## src/rtl/rob_commit.sv

```systemverilog
// Reorder buffer consumer end: entries are allocated at the tail, marked done by the retire stage,
// and committed in program order from the head, one per cycle.
module rob_commit #(
  parameter int ROB_DEPTH       = 16,
  parameter int ROB_ADDR_WIDTH  = $clog2(ROB_DEPTH),
  parameter int DATA_WIDTH      = 32,
  parameter int PHY_ADDR_WIDTH  = 6,
  parameter int ARCH_ADDR_WIDTH = 5
) (
  input  logic                       clk,
  input  logic                       rst,
  input  logic                       flush,
  input  logic                       alloc_en,
  input  logic                       alloc_has_dest,
  input  logic [ARCH_ADDR_WIDTH-1:0] alloc_arch_dest,
  input  logic [PHY_ADDR_WIDTH-1:0]  alloc_phy_dest,
  input  logic [PHY_ADDR_WIDTH-1:0]  alloc_old_phy_dest,
  output logic [ROB_ADDR_WIDTH-1:0]  rob_tail_ptr,
  output logic                       rob_full,
  output logic                       rob_empty,
  input  logic                       cmpl_en,
  input  logic [ROB_ADDR_WIDTH-1:0]  cmpl_rob_addr,
  input  logic [DATA_WIDTH-1:0]      cmpl_value,
  input  logic                       commit_stall,
  output logic                       commit_en,
  output logic                       commit_has_dest,
  output logic [ARCH_ADDR_WIDTH-1:0] commit_arch_addr,
  output logic [PHY_ADDR_WIDTH-1:0]  commit_phy_addr,
  output logic [DATA_WIDTH-1:0]      commit_value,
  output logic                       free_en,
  output logic [PHY_ADDR_WIDTH-1:0]  free_phy_addr
);

  localparam logic [ROB_ADDR_WIDTH:0] FULL_COUNT = (ROB_ADDR_WIDTH+1)'(ROB_DEPTH);

  logic [ROB_DEPTH-1:0]       valid_q;
  logic [ROB_DEPTH-1:0]       done_q;
  logic                       has_dest_q [ROB_DEPTH];
  logic [ARCH_ADDR_WIDTH-1:0] arch_dest_q [ROB_DEPTH];
  logic [PHY_ADDR_WIDTH-1:0]  phy_dest_q [ROB_DEPTH];
  logic [PHY_ADDR_WIDTH-1:0]  old_phy_dest_q [ROB_DEPTH];
  logic [DATA_WIDTH-1:0]      value_q [ROB_DEPTH];

  logic [ROB_ADDR_WIDTH-1:0]  head_q;
  logic [ROB_ADDR_WIDTH-1:0]  tail_q;
  logic [ROB_ADDR_WIDTH:0]    count_q;

  logic alloc_ok;
  logic cmpl_ok;
  logic commit_ok;

  assign rob_full     = (count_q == FULL_COUNT);
  assign rob_empty    = (count_q == '0);
  assign rob_tail_ptr = tail_q;

  assign alloc_ok  = alloc_en & ~rob_full & ~flush;
  assign cmpl_ok   = cmpl_en & valid_q[cmpl_rob_addr] & ~flush;
  assign commit_ok = valid_q[head_q] & done_q[head_q] & ~commit_stall & ~flush;

  // Payload storage carries no reset; valid/done decide whether it means anything.
  always_ff @(posedge clk) begin
    if (alloc_ok) begin
      has_dest_q[tail_q]     <= alloc_has_dest;
      arch_dest_q[tail_q]    <= alloc_arch_dest;
      phy_dest_q[tail_q]     <= alloc_phy_dest;
      old_phy_dest_q[tail_q] <= alloc_old_phy_dest;
    end
    if (cmpl_ok) begin
      value_q[cmpl_rob_addr] <= cmpl_value;
    end
  end

  // Commit reads done from before the edge, so a completion needs one more edge to retire.
  // The commit clear is written last so it wins over a same-edge re-completion of the head.
  always_ff @(posedge clk or negedge rst) begin
    if (!rst) begin
      valid_q          <= '0;
      done_q           <= '0;
      head_q           <= '0;
      tail_q           <= '0;
      count_q          <= '0;
      commit_en        <= 1'b0;
      commit_has_dest  <= 1'b0;
      commit_arch_addr <= '0;
      commit_phy_addr  <= '0;
      commit_value     <= '0;
      free_en          <= 1'b0;
      free_phy_addr    <= '0;
    end else if (flush) begin
      valid_q   <= '0;
      done_q    <= '0;
      head_q    <= '0;
      tail_q    <= '0;
      count_q   <= '0;
      commit_en <= 1'b0;
      free_en   <= 1'b0;
    end else begin
      if (cmpl_ok) begin
        done_q[cmpl_rob_addr] <= 1'b1;
      end
      if (alloc_ok) begin
        valid_q[tail_q] <= 1'b1;
        done_q[tail_q]  <= 1'b0;
        tail_q          <= tail_q + ROB_ADDR_WIDTH'(1);
      end
      if (commit_ok) begin
        valid_q[head_q]  <= 1'b0;
        done_q[head_q]   <= 1'b0;
        head_q           <= head_q + ROB_ADDR_WIDTH'(1);
        commit_has_dest  <= has_dest_q[head_q];
        commit_arch_addr <= arch_dest_q[head_q];
        commit_phy_addr  <= phy_dest_q[head_q];
        commit_value     <= value_q[head_q];
        free_phy_addr    <= old_phy_dest_q[head_q];
      end
      commit_en <= commit_ok;
      free_en   <= commit_ok & has_dest_q[head_q];
      case ({alloc_ok, commit_ok})
        2'b10:   count_q <= count_q + (ROB_ADDR_WIDTH+1)'(1);
        2'b01:   count_q <= count_q - (ROB_ADDR_WIDTH+1)'(1);
        default: count_q <= count_q;
      endcase
    end
  end

endmodule

```

## config.mk

```make
export PLATFORM = sky130hd
export DESIGN_NAME = rob_commit
export DESIGN_NICKNAME = d
export VERILOG_FILES = /design/src/rtl/rob_commit.sv
export SDC_FILE = /design/constraint.sdc
export NUM_CORES = 1
export LEC_CHECK = 0
export ABC_AREA = 0
export CAP_MARGIN = 20
export CORE_MARGIN = 3
export CORE_UTILIZATION = 25
export CTS_CLUSTER_SIZE = 10
export DETAILED_ROUTE_END_ITERATION = 10
export DONT_BUFFER_PORTS = 1
export PLACE_DENSITY = 0.48
export SLEW_MARGIN = 20
export SYNTH_ARGS = -nofsm -noshare
export SYNTH_HDL_FRONTEND = slang
export SYNTH_SLANG_ARGS = --single-unit
```

## constraint.sdc

```tcl
create_clock -name clk -period 5.3 [get_ports clk]
set_input_delay 0.795 -clock clk [delete_from_list [all_inputs] [get_ports clk]]
set_output_delay 0.795 -clock clk [all_outputs]
set_load 0.01 [all_outputs]
```

==> key figures, run 1 <==
Run status
  – Run status: finished clean

Global routing
  – Number of antenna violations at the first check in global routing: 7
  – Global-route wire length before repair: 127000 um
  – Vias in the first global route: 17100
  – Total congestion overflow after global routing: 0
  – Tot GR Track Use: 12.5%
  – Largest net degree at the start of global routing: 104

Setup path
  – Slowest stage delay, CP: 760 ps
  – Arrival time worst endpoint: 4580 ps
  – Internal reg-to-reg setup slack: 1280 ps
  – Startpoint type of the worst setup path: flip-flop
  – Classification of the worst setup path: flip-flop to flip-flop
  – R2R Path End: count_q[4]
  – Family with the most delay on the worst path: simple AND/OR/NAND/NOR gates
  – Ordered list of cells on the worst path: nor2_1 > a32o_1 > a211oi_2 > buf_4 > nor3_1 > inv_1 > fa_1 > nor2b_1 > o21ai_0 > and3_1 > mux2i_1 > mux2_2
  – Endpoint required time on the critical path: 5860 ps
  – Reg-to-reg startpoint: head_q[3]
  – Slowest stage cell, crit path: nor2_1
  – Kind of end point of the critical path: flip-flop
  – R2R cell count: 12
  – Top fanout value on the critical path: 31
  – Number of buffers and inverters on the critical path: 2

Yosys
  – Main synth FF type: edfxtp_1
  – Synthesized Nets: 1586
  – Top cell types by occurrence after synthesis: edfxtp_1 (800), mux4_2 (255), dfrtp_1 (97)
  – EDFF count, synth: 800
  – Most repeated cell in the gate-level netlist after synthesis: edfxtp_1
  – Biggest area consumer among synthesized cells: edfxtp_1
  – Synthesized instance count: 1514
  – Number of unique standard cell types used by synthesis: 49
  – Number of register bits inferred by synthesis: 897
  – Area share of the largest cell type after synthesis: 69.2%
  – Number of warnings issued by yosys: 0
  – Fraction of the yosys area taken by sequential cells: 76.2%
  – Mean cell area of the mapped netlist: 22.9 sq um
  – Fraction of synthesis flops using an asynchronous set or reset pin: 10.8%
  – Synth area leaders: edfxtp_1 (69%), mux4_2 (17%), dfrtp_1 (7.0%)
  – Summed instance area of the synthesized netlist: 34700 sq um

Final layout
  – Area overhead of the layout relative to synthesis: 15.5%
  – Final std cell area, no fill: 40100 sq um
  – Ratio of cells with drive above 1 in the final layout: 30.8%
  – Fill cell total of the finished layout: 13200
  – Final Net Count: 1646

CTS
  – Clk buf depth: 3
  – H-tree depth: 3
  – Root buffer cell: clkbuf_16
  – Post-CTS setup buffer count: 0
  – Number of buffers created by CTS: 103
  – Clock latency on the worst-skew pair: 680 ps
  – Number of clock sinks seen by CTS: 897
  – TritonCTS clock tree: yes
  – Clock slew at the register clock pins of the worst setup and hold paths: 50 ps
  – Post-CTS sizing: 0

Route
  – Post-DRT Antenna Nets: 0
  – Detailed Routing Iterations Pass 1: 5
  – DRC marker count from the first detailed-route iteration: 1204
  – Via count of the routed design: 15700
  – Overall routed net length: 88700 um
  – Remaining routing DRC violations: 0
  – Via-per-instance ratio: 4.54
  – Average detailed-routed wire length per instance: 25.7 um

STA
  – Maximum clock skew at final layout: 28.1 ps
  – Relative slew slack: 29.9%
  – Setup Total Neg Slack: 0 ps
  – Max Fclk: 249 MHz
  – Post-route minimum period: 4020 ps
  – RSZ-0062 raised after global routing: no
  – Hold Fails Final Rpt: 0
  – Portion of the clock cycle consumed by the worst path in the final layout: 75.8%
  – Count of final setup violators: 0
  – Slew Viols, Final: 0
  – Transition time of the tightest slew-check pin: 1050 ps

Power and ir drop
  – Worst supply voltage drop on vdd: 212 uV
  – Total leakage power: 12.2 nW
  – Cell Pwr Density: 356 nW/um^2
  – Post-layout total power: 14.3 mW

Placed design
  – DP Area: 37000 sq um
  – Port buffer count: 0
  – Global placer's final weighted congestion: 0.732
  – Sum of net half-perimeters after detailed placement: 48500 um

Die
  – Number of ports placed on the die boundary: 118
  – Starting utilization of the core area: 25.2%
  – # rows: 136
  – Floorplan die area: 143000 sq um
  – Die outline height: 379 um
  – Die boundary width: 379 um
  – Core region area: 138000 sq um

Hold path
  – Type of the tightest min-delay check: primary input to async pin

Job
  – Number of maximum-capacitance constraint violations: 0
-- cell families after synthesis --
logic type,synth area share [%]
flops,76.2
mux,18.3
simple gates,1.85
buf+inv,1.21
compound gates,1.73
fa+ha+maj,0.454
xor+xnor,0.173
-- cell type report --
cell class / instances / area (sq um) / share of cell area, %
sequential: 897 / 26500 / 66.0
multi-input combinational: 525 / 7960 / 19.9
clock buffer: 175 / 2870 / 7.16
tap: 1794 / 2240 / 5.60
timing repair buffer: 35 / 320 / 0.799
clock inverter: 14 / 175 / 0.437
inverter: 12 / 45.0 / 0.112
antenna: 1 / 2.50 / 0.00624
-- worst max-delay path by stage --
stage | startpoint | endpoint | depth (start not counted)
after floorplan | cmpl_rob_addr[0] | done_q[14] | 5
after global placement | head_q[3] | count_q[4] | 12
after detailed placement | head_q[3] | count_q[4] | 12
after CTS | head_q[3] | count_q[4] | 12
after global routing | head_q[3] | count_q[4] | 12
final | head_q[3] | count_q[4] | 12
-- registers in the layout, indices dropped and copies added, names as in the netlist --
signal            flops
free_en               1
valid_q              16
old_phy_dest_q       96
has_dest_q           16
commit_value         32
done_q               16
rob_tail_ptr          4
commit_phy_addr       6
head_q                4
value_q             512
arch_dest_q          80
commit_has_dest       1
phy_dest_q           96
commit_en             1
count_q               5
commit_arch_addr      5
free_phy_addr         6
-- per-layer routing --
metal  GRT usage [%]  up-vias  routed length [um]
li1                -     6516                   -
met1            15.3     8629               35700
met2            21.3      397               44800
met3            3.52      133                6030
met4            3.77        0                2150
met5               0        -                   0
-- power by group --
group | leakage (nW) | switching [mW] | internal (mW)
registers | 8.54 | 0.0116 | 7.73
clock network | 1.44 | 2.75 | 3.68
logic | 2.21 | 0.0674 | 0.0330
total | 12.2 | 2.83 | 11.4
-- through the flow --
step                instances  util (%)  hold WS, ps  setup WS (ps)
detailed placement       3262      26.9          506           1300
global route             3452      29.1         76.3           1050
floorplan                1514         -          499            837
global placement         3262      26.9          516           1280
finish                   3453      29.1         48.7           1280
CTS                      3452      29.1         82.8           1300
-- cell usage in the layout, fill, tap and decap left out, drive strengths merged, types with 4 or more instances in the layout --
cell | netlist | layout
a2111oi | 15 | 15
edfxtp | 800 | 800
buf | 55 | 35
inv | 12 | 14
dfrtp | 97 | 97
nor2 | 56 | 56
nand3 | 11 | 11
clkbuf | 25 | 175
a211oi | 14 | 14
clkinv | 0 | 11
and2 | 20 | 20
o21ai | 12 | 12
mux4 | 255 | 255
a21oi | 13 | 13
nand2 | 19 | 19
ha | 11 | 11
nand3b | 4 | 4
mux2 | 53 | 53
nor2b | 6 | 6
-- timing repair --
| action | in CTS | in global routing |
|---|---|---|
| hold buffers | 1 | 0 |
| hold endpoints to repair | 97 | 0 |
| endpoints found under the setup margin | 0 | 0 |
Power figures use the tool's default switching activity.
==> inputs of run 2 (changes only) <==
- clock period: 5.3 -> 4.2 ns (I/O delays scaled with it)
==> run 2 against run 1 <==
- via count is 3.0% higher
- total power is 28% higher
- register-to-register slack worse by 670 ps
==> key figures, run 2 (synthesized netlist as in run 1, its figures left out) <==
Setup path
  – R2R cell count: 9 (was 12)
  – Endpoint required time on the critical path: 4780 ps (was 5860 ps)
  – Arrival time worst endpoint: 4170 ps (was 4580 ps)
  – Family with the most delay on the worst path: multiplexers (was simple AND/OR/NAND/NOR gates)
  – Slowest stage cell, crit path: dfrtp_4 (was nor2_1)
  – Ordered list of cells on the worst path: mux4_2 > a211oi_2 > nor3_1 > ha_1 > nor2b_1 > o21ai_0 > a21oi_1 > mux2i_1 > mux2_2 (was nor2_1 > a32o_1 > a211oi_2 > buf_4 > nor3_1 > inv_1 > fa_1 > nor2b_1 > o21ai_0 > and3_1 > mux2i_1 > mux2_2)
  – Reg-to-reg startpoint: head_q[3] (unchanged)
  – R2R Path End: count_q[4] (unchanged)
  – Number of buffers and inverters on the critical path: 0 (was 2)
  – Startpoint type of the worst setup path: flip-flop (unchanged)
  – Top fanout value on the critical path: 20 (was 31)
  – Classification of the worst setup path: flip-flop to flip-flop (unchanged)
  – Internal reg-to-reg setup slack: 610 ps (was 1280 ps)
  – Slowest stage delay, CP: 680 ps (was 760 ps)
  – Kind of end point of the critical path: flip-flop (unchanged)

STA
  – Relative slew slack: 35.5% (was 29.9%)
  – Max Fclk: 279 MHz (was 249 MHz)
  – Count of final setup violators: 0 (unchanged)
  – Maximum clock skew at final layout: 51.5 ps (was 28.1 ps)
  – Portion of the clock cycle consumed by the worst path in the final layout: 85.4% (was 75.8%)
  – RSZ-0062 raised after global routing: no (unchanged)
  – Post-route minimum period: 3590 ps (was 4020 ps)
  – Setup Total Neg Slack: 0 ps (unchanged)
  – Hold Fails Final Rpt: 0 (unchanged)
  – Slew Viols, Final: 0 (unchanged)
  – Transition time of the tightest slew-check pin: 968 ps (was 1050 ps)

CTS
  – Number of clock sinks seen by CTS: 897 (unchanged)
  – CTS Hold Bufs: 52 (was 1)
  – Clock latency on the worst-skew pair: 710 ps (was 680 ps)
  – Clock slew at the register clock pins of the worst setup and hold paths: 60 ps (was 50 ps)
  – Root buffer cell: clkbuf_16 (unchanged)
  – Clk buf depth: 3 (unchanged)
  – Post-CTS setup buffer count: 0 (unchanged)
  – Number of buffers created by CTS: 102 (was 103)
  – H-tree depth: 3 (unchanged)
  – Post-CTS sizing: 0 (unchanged)
  – TritonCTS clock tree: yes (unchanged)

Route
  – Detailed Routing Iterations Pass 1: 5 (unchanged)
  – Uppermost signal routing layer after detailed routing: met5 (was met4)
  – Post-DRT Antenna Nets: 0 (unchanged)
  – Via count of the routed design: 16100 (was 15700)
  – DR WL met2: 45900 um (was 44800 um)
  – Remaining routing DRC violations: 0 (unchanged)
  – DRC marker count from the first detailed-route iteration: 1389 (was 1204)
  – Average detailed-routed wire length per instance: 26.1 um (was 25.7 um)
  – Detailed-routed wire length on met3: 5370 um (was 6030 um)
  – Via-per-instance ratio: 4.58 (was 4.54)
  – Overall routed net length: 92000 um (was 88700 um)
  – M1 WL: 38200 um (was 35700 um)

Power and ir drop
  – Post-layout total power: 18.3 mW (was 14.3 mW)
  – Cell Pwr Density: 448 nW/um^2 (was 356 nW/um^2)
  – Worst supply voltage drop on vdd: 308 uV (was 212 uV)
  – Total leakage power: 12.5 nW (was 12.2 nW)

Die
  – Starting utilization of the core area: 25.2% (unchanged)
  – # rows: 136 (unchanged)
  – Floorplan die area: 143000 sq um (unchanged)
  – Die boundary width: 379 um (unchanged)
  – Die outline height: 379 um (unchanged)
  – Number of ports placed on the die boundary: 118 (unchanged)
  – Core region area: 138000 sq um (unchanged)

Final layout
  – Most frequent standard cell in the layout excluding fill and tap cells: edfxtp_1 (unchanged)
  – Final Net Count: 1709 (was 1646)
  – Largest register FFs: 512 (unchanged)
  – Commonest cells after routing, fill and taps aside: edfxtp_1 (800), mux4_2 (255), clkbuf_16 (102), dfrtp_1 (93), clkbuf_1 (78) (was edfxtp_1 (800), mux4_2 (255), clkbuf_16 (103), dfrtp_1 (93), clkbuf_1 (70))
  – Sequential cell area in the final layout: 26500 sq um (unchanged)
  – Most flop-heavy register: value_q (unchanged)
  – Footprint of the multi-input gates: 7970 sq um (was 7960 sq um)
  – Ratio of cells with drive above 1 in the final layout: 30.2% (was 30.8%)
  – Largest registers: value_q (512), old_phy_dest_q (96), phy_dest_q (96) (unchanged)
  – Fill cell total of the finished layout: 13200 (about the same)
  – Area overhead of the layout relative to synthesis: 17.8% (was 15.5%)

Global routing
  – Largest net degree at the start of global routing: 166 (was 104)
  – Number of antenna violations at the first check in global routing: 11 (was 7)
  – Global-route wire length before repair: 132000 um (was 127000 um)
  – Vias in the first global route: 17300 (was 17100)
  – Total congestion overflow after global routing: 0 (unchanged)
  – Tot GR Track Use: 12.9% (was 12.5%)

Job
  – Number of maximum-capacitance constraint violations: 0 (unchanged)

Hold path
  – Number of cells traversed by the worst hold path: 0
  – Type of the tightest min-delay check: primary input to flip-flop (was primary input to async pin)
  – Startpoint of the lowest-slack hold path: cmpl_value[0]
  – Worst Hold Path EP: value_q[15][0]

Placed design
  – Global placer's final weighted congestion: 0.760 (was 0.732)
  – Sum of net half-perimeters after detailed placement: 49300 um (was 48500 um)
  – Port buffer count: 0 (unchanged)

Run status
  – Run status: finished clean (unchanged)
[run 2: changes by cell type in the layout (fill, tap and decap cells not counted), moves of 3 or more]
cell,before,now
clkbuf_1,70,78
clkinv_1,5,2
buf_12,3,11
diode_2,1,5
dlygate4sd3_1,0,54
[run 2: per-stage QoR]
stage               hold WS (ps)  cell area [sq um]  util (%)  setup slack (ps)  std cells
finish                      55.6              40900      29.7               613       3526
global route               0.409              40900      29.7               373       3523
CTS                        0.120              40800      29.6               571       3516
detailed placement           344              37200      27.0               651       3270
global placement             342              37200      27.0               677       3270
floorplan                    334              34700         -              16.0       1514
[run 2: final cells by class]
class | count | area share, %
inverters | 12 | 0.110
clock inverters | 12 | 0.511
flip-flops and latches | 897 | 64.8
diodes | 5 | 0.0306
repair buffers | 99 | 2.58
clock buffers | 182 | 7.03
well taps | 1794 | 5.49
multi-input cells | 525 | 19.5
[run 2: worst max path at each step]
stage,startpoint,endpoint,slack (ps),depth (start not counted)
floorplan,cmpl_rob_addr[0],done_q[13],20,5
global placement,head_q[3],count_q[4],680,9
detailed placement,head_q[3],count_q[4],650,9
CTS,head_q[3],count_q[4],570,9
global route,head_q[1],count_q[4],370,11
finish,head_q[3],count_q[4],610,9
[run 2: layer usage]
metal  GRT usage [%]  vias up
met5               0        -
met4            3.62        2
met3            3.49      168
met2            21.6      425
met1            16.3     8906
li1                -     6644
[run 2: worst reg2reg max path, stage by stage, from the launching register on]
cell,delay (ps)
dfrtp_4,680
mux4_2,620
a211oi_2,570
nor3_1,210
ha_1,370
nor2b_1,150
o21ai_0,220
a21oi_1,110
mux2i_1,190
mux2_2,350
[run 2: report_power, final]
part | switching, mW | internal [mW]
sequential | 0.0143 | 9.75
combinational | 0.186 | 0.0781
clock | 3.57 | 4.70
total | 3.77 | 14.5
==> inputs of run 3 (changes only) <==
- SETUP_SLACK_MARGIN: unset -> 0.02
==> results of run 3 <==
No change in the layout: final DEF, timing and power equal those of run 2.
==> RTL edit: new RTL, flow settings as in run 1 <==
Set the parameter `PHY_ADDR_WIDTH` to 5 (it was 6).
--- a/src/rtl/rob_commit.sv
+++ b/src/rtl/rob_commit.sv
@@ -4,7 +4,7 @@
   parameter int ROB_DEPTH       = 16,
   parameter int ROB_ADDR_WIDTH  = $clog2(ROB_DEPTH),
   parameter int DATA_WIDTH      = 32,
-  parameter int PHY_ADDR_WIDTH  = 6,
+  parameter int PHY_ADDR_WIDTH  = 5,
   parameter int ARCH_ADDR_WIDTH = 5
 ) (
   input  logic                       clk,
Ports: changed (resized alloc_old_phy_dest, alloc_phy_dest, commit_phy_addr and free_phy_addr); port bits go from 118 to 114. The function was not compared with the original's and may differ.
==> RTL edit against run 1 <==
Cell area decreased by 3.5%; clock power decreased by 4.4%; die area decreased by 3.7%; area after synthesis decreased by 3.7%; synthesized cell count decreased by 2.9%; routed wire length decreased by 4.5%; sequential cell count decreased by 34; sequential share of layout area decreased by 0.21 points; setup slack got worse by 0.019 ns; total power decreased by 4.0%; critical path type unchanged.
==> RTL edit: results (changes against run 1) <==
stage;metric;value;unit;change
logic_synthesis;Yosys top cell area share;0.691;;-0.00190
route;Vias;15100;;-3.4%
critical_path;reg2reg start;head_q[3];;
placed_design;pre-CTS setup slack;1.27;ns;-0.0283 ns
global_route;met1 Use GR;0.163;;+0.0103
logic_synthesis;Avg Inst Size Synth;22.7;µm²;-0.86%
cells_and_area;largest register by flop count;value_q;;
cts;Reg clk slew, reported paths;0.06;ns;
cts;Post-CTS Setup Inserts;0;;unchanged
cts;CTS buffer count;98;;-4.9%
logic_synthesis;post-synth cell types;50;;+2.0%
logic_synthesis;synth cell count leaders;edfxtp_1 (768), mux4_2 (245), dfrtp_1 (95);;
placed_design;dpl hpwl;47.5;mm;-2.0%
cells_and_area;Largest register FFs;512;;unchanged
cells_and_area;Layout Cells excl Fill;3370;;-2.4%
route;number of DRC markers in iteration 0;1293;;+7.4%
placed_design;DP Area;35800;µm²;-3.3%
global_route;number of global-route vias before repair;16500;;-3.4%
critical_path;slowest stage delay, CP;0.78;ns;+0.02 ns
sta;Layout Skew;0.0290;ns;+0.000881 ns
route;final wirelength;84.7;mm;-4.5%
cts;hold_buf cts;1;;unchanged
logic_synthesis;Synth area leaders;edfxtp_1 (69%), mux4_2 (17%), dfrtp_1 (7.1%), mux2_2 (1.1%), nor2_1 (0.61%);;
global_route;GRT Util Overall;0.124;;-0.000853
outcome;status;finished clean;;
global_route;GR met3 Demand/Resource;0.0432;;+0.00802
cts;CTS max path bufs;3;;unchanged
logic_synthesis;EDFF count, synth;768;;-4.0%
critical_path;cell family with most CP delay;simple AND/OR/NAND/NOR gates;;
cts;Worst-Skew Late Latency;0.66;ns;-0.02 ns
cells_and_area;# nets final;1608;;-2.3%
cts;H-tree depth;3;;unchanged
cells_and_area;layout cells sized above 1;0.293;;-0.0142
min_path;Hold Crit Class;primary input to async pin;;
pwr;P_leak;11.9;nW;-2.7%
global_route;largest net degree at the start of global routing;96;;-7.7%
cells_and_area;fill count;12900;;-2.9%
sta;Slew HR;0.253;;-0.0468
logic_synthesis;Synth Net Count;1540;;-2.9%
placed_design;Placed Instances;3192;;-2.1%
cells_and_area;fin area;38700;µm²;-3.5%
global_route;met2 Usage GRT;0.192;;-0.0210
critical_path;Crit-path slowest cell;dfrtp_4;;
placed_design;GP Congestion;0.739;;+0.98%
critical_path;arrival time at the worst endpoint;4.57;ns;about the same
logic_synthesis;register area share after synthesis;0.762;;about the same
critical_path;CP max FO;26;;-16%
logic_synthesis;post-synthesis async set-or-reset flop share;0.110;;+0.00194
global_route;first-pass GRT wire length;122;mm;-4.1%
pwr;Max rail drop VDD;0.000205;V;-3.1%
global_route;GRT overflow;0;;unchanged
global_route;initial antenna violation count;3;;-4
cts;post-cts resize count;0;;unchanged
==> RTL edit: cell count changes after synthesis, sizes merged, moves of 3 or more <==
cell and change:
mux4 -10, nand2 +3, inv +3, clkbuf +3, buf -5, edfxtp -32
==> RTL edit: worst paths after layout <==
path	endpoint	slack [ns]	depth (start not counted)
min in group clk	done_q[14]	0.20	1
worst max register to register	count_q[4]	1.27	13
worst min register to register	done_q[7]	0.58	2
worst max-delay path	count_q[4]	1.27	13
max in group asynchronous	head_q[3]	4.61	1
worst min-delay path	commit_en	0.05	1
==> RTL edit: cells by family (layout without fill, tap and decap cells) <==
family          count (synthesis)  in the layout  share of synthesized area
compound gates                 65             65                     0.0165
xor+xnor                        6              6                    0.00157
fa+ha+maj                      12             12                    0.00472
buf+inv                        93            235                     0.0131
flops                         863            863                      0.762
mux                           298            298                      0.183
other cells                     0              3                          0
simple gates                  133            133                     0.0193
==> RTL edit: cell type report <==
| type | count | share of cell area |
|---|---|---|
| clock buffers | 170 | 0.0733 |
| well taps | 1755 | 0.0568 |
| inverters | 15 | 0.00146 |
| diodes | 3 | 0.000194 |
| repair buffers | 46 | 0.0115 |
| flip-flops and latches | 863 | 0.658 |
| multi-input cells | 514 | 0.198 |
| clock inverters | 4 | 0.000841 |
==> RTL edit: routing by layer <==
layer,part of all wire,up-vias
met2,0.46,400
li1,-,6312
met3,0.090,116
met1,0.43,8305
met4,0.021,2
met5,0.00015,-
==> RTL edit: power by group <==
group	internal (mW)	total (mW)	switching, mW
Combinational	0.0310	0.0957	0.0647
Sequential	7.43	7.44	0.0117
Clock	3.59	6.15	2.56
Total	11.1	13.7	2.64
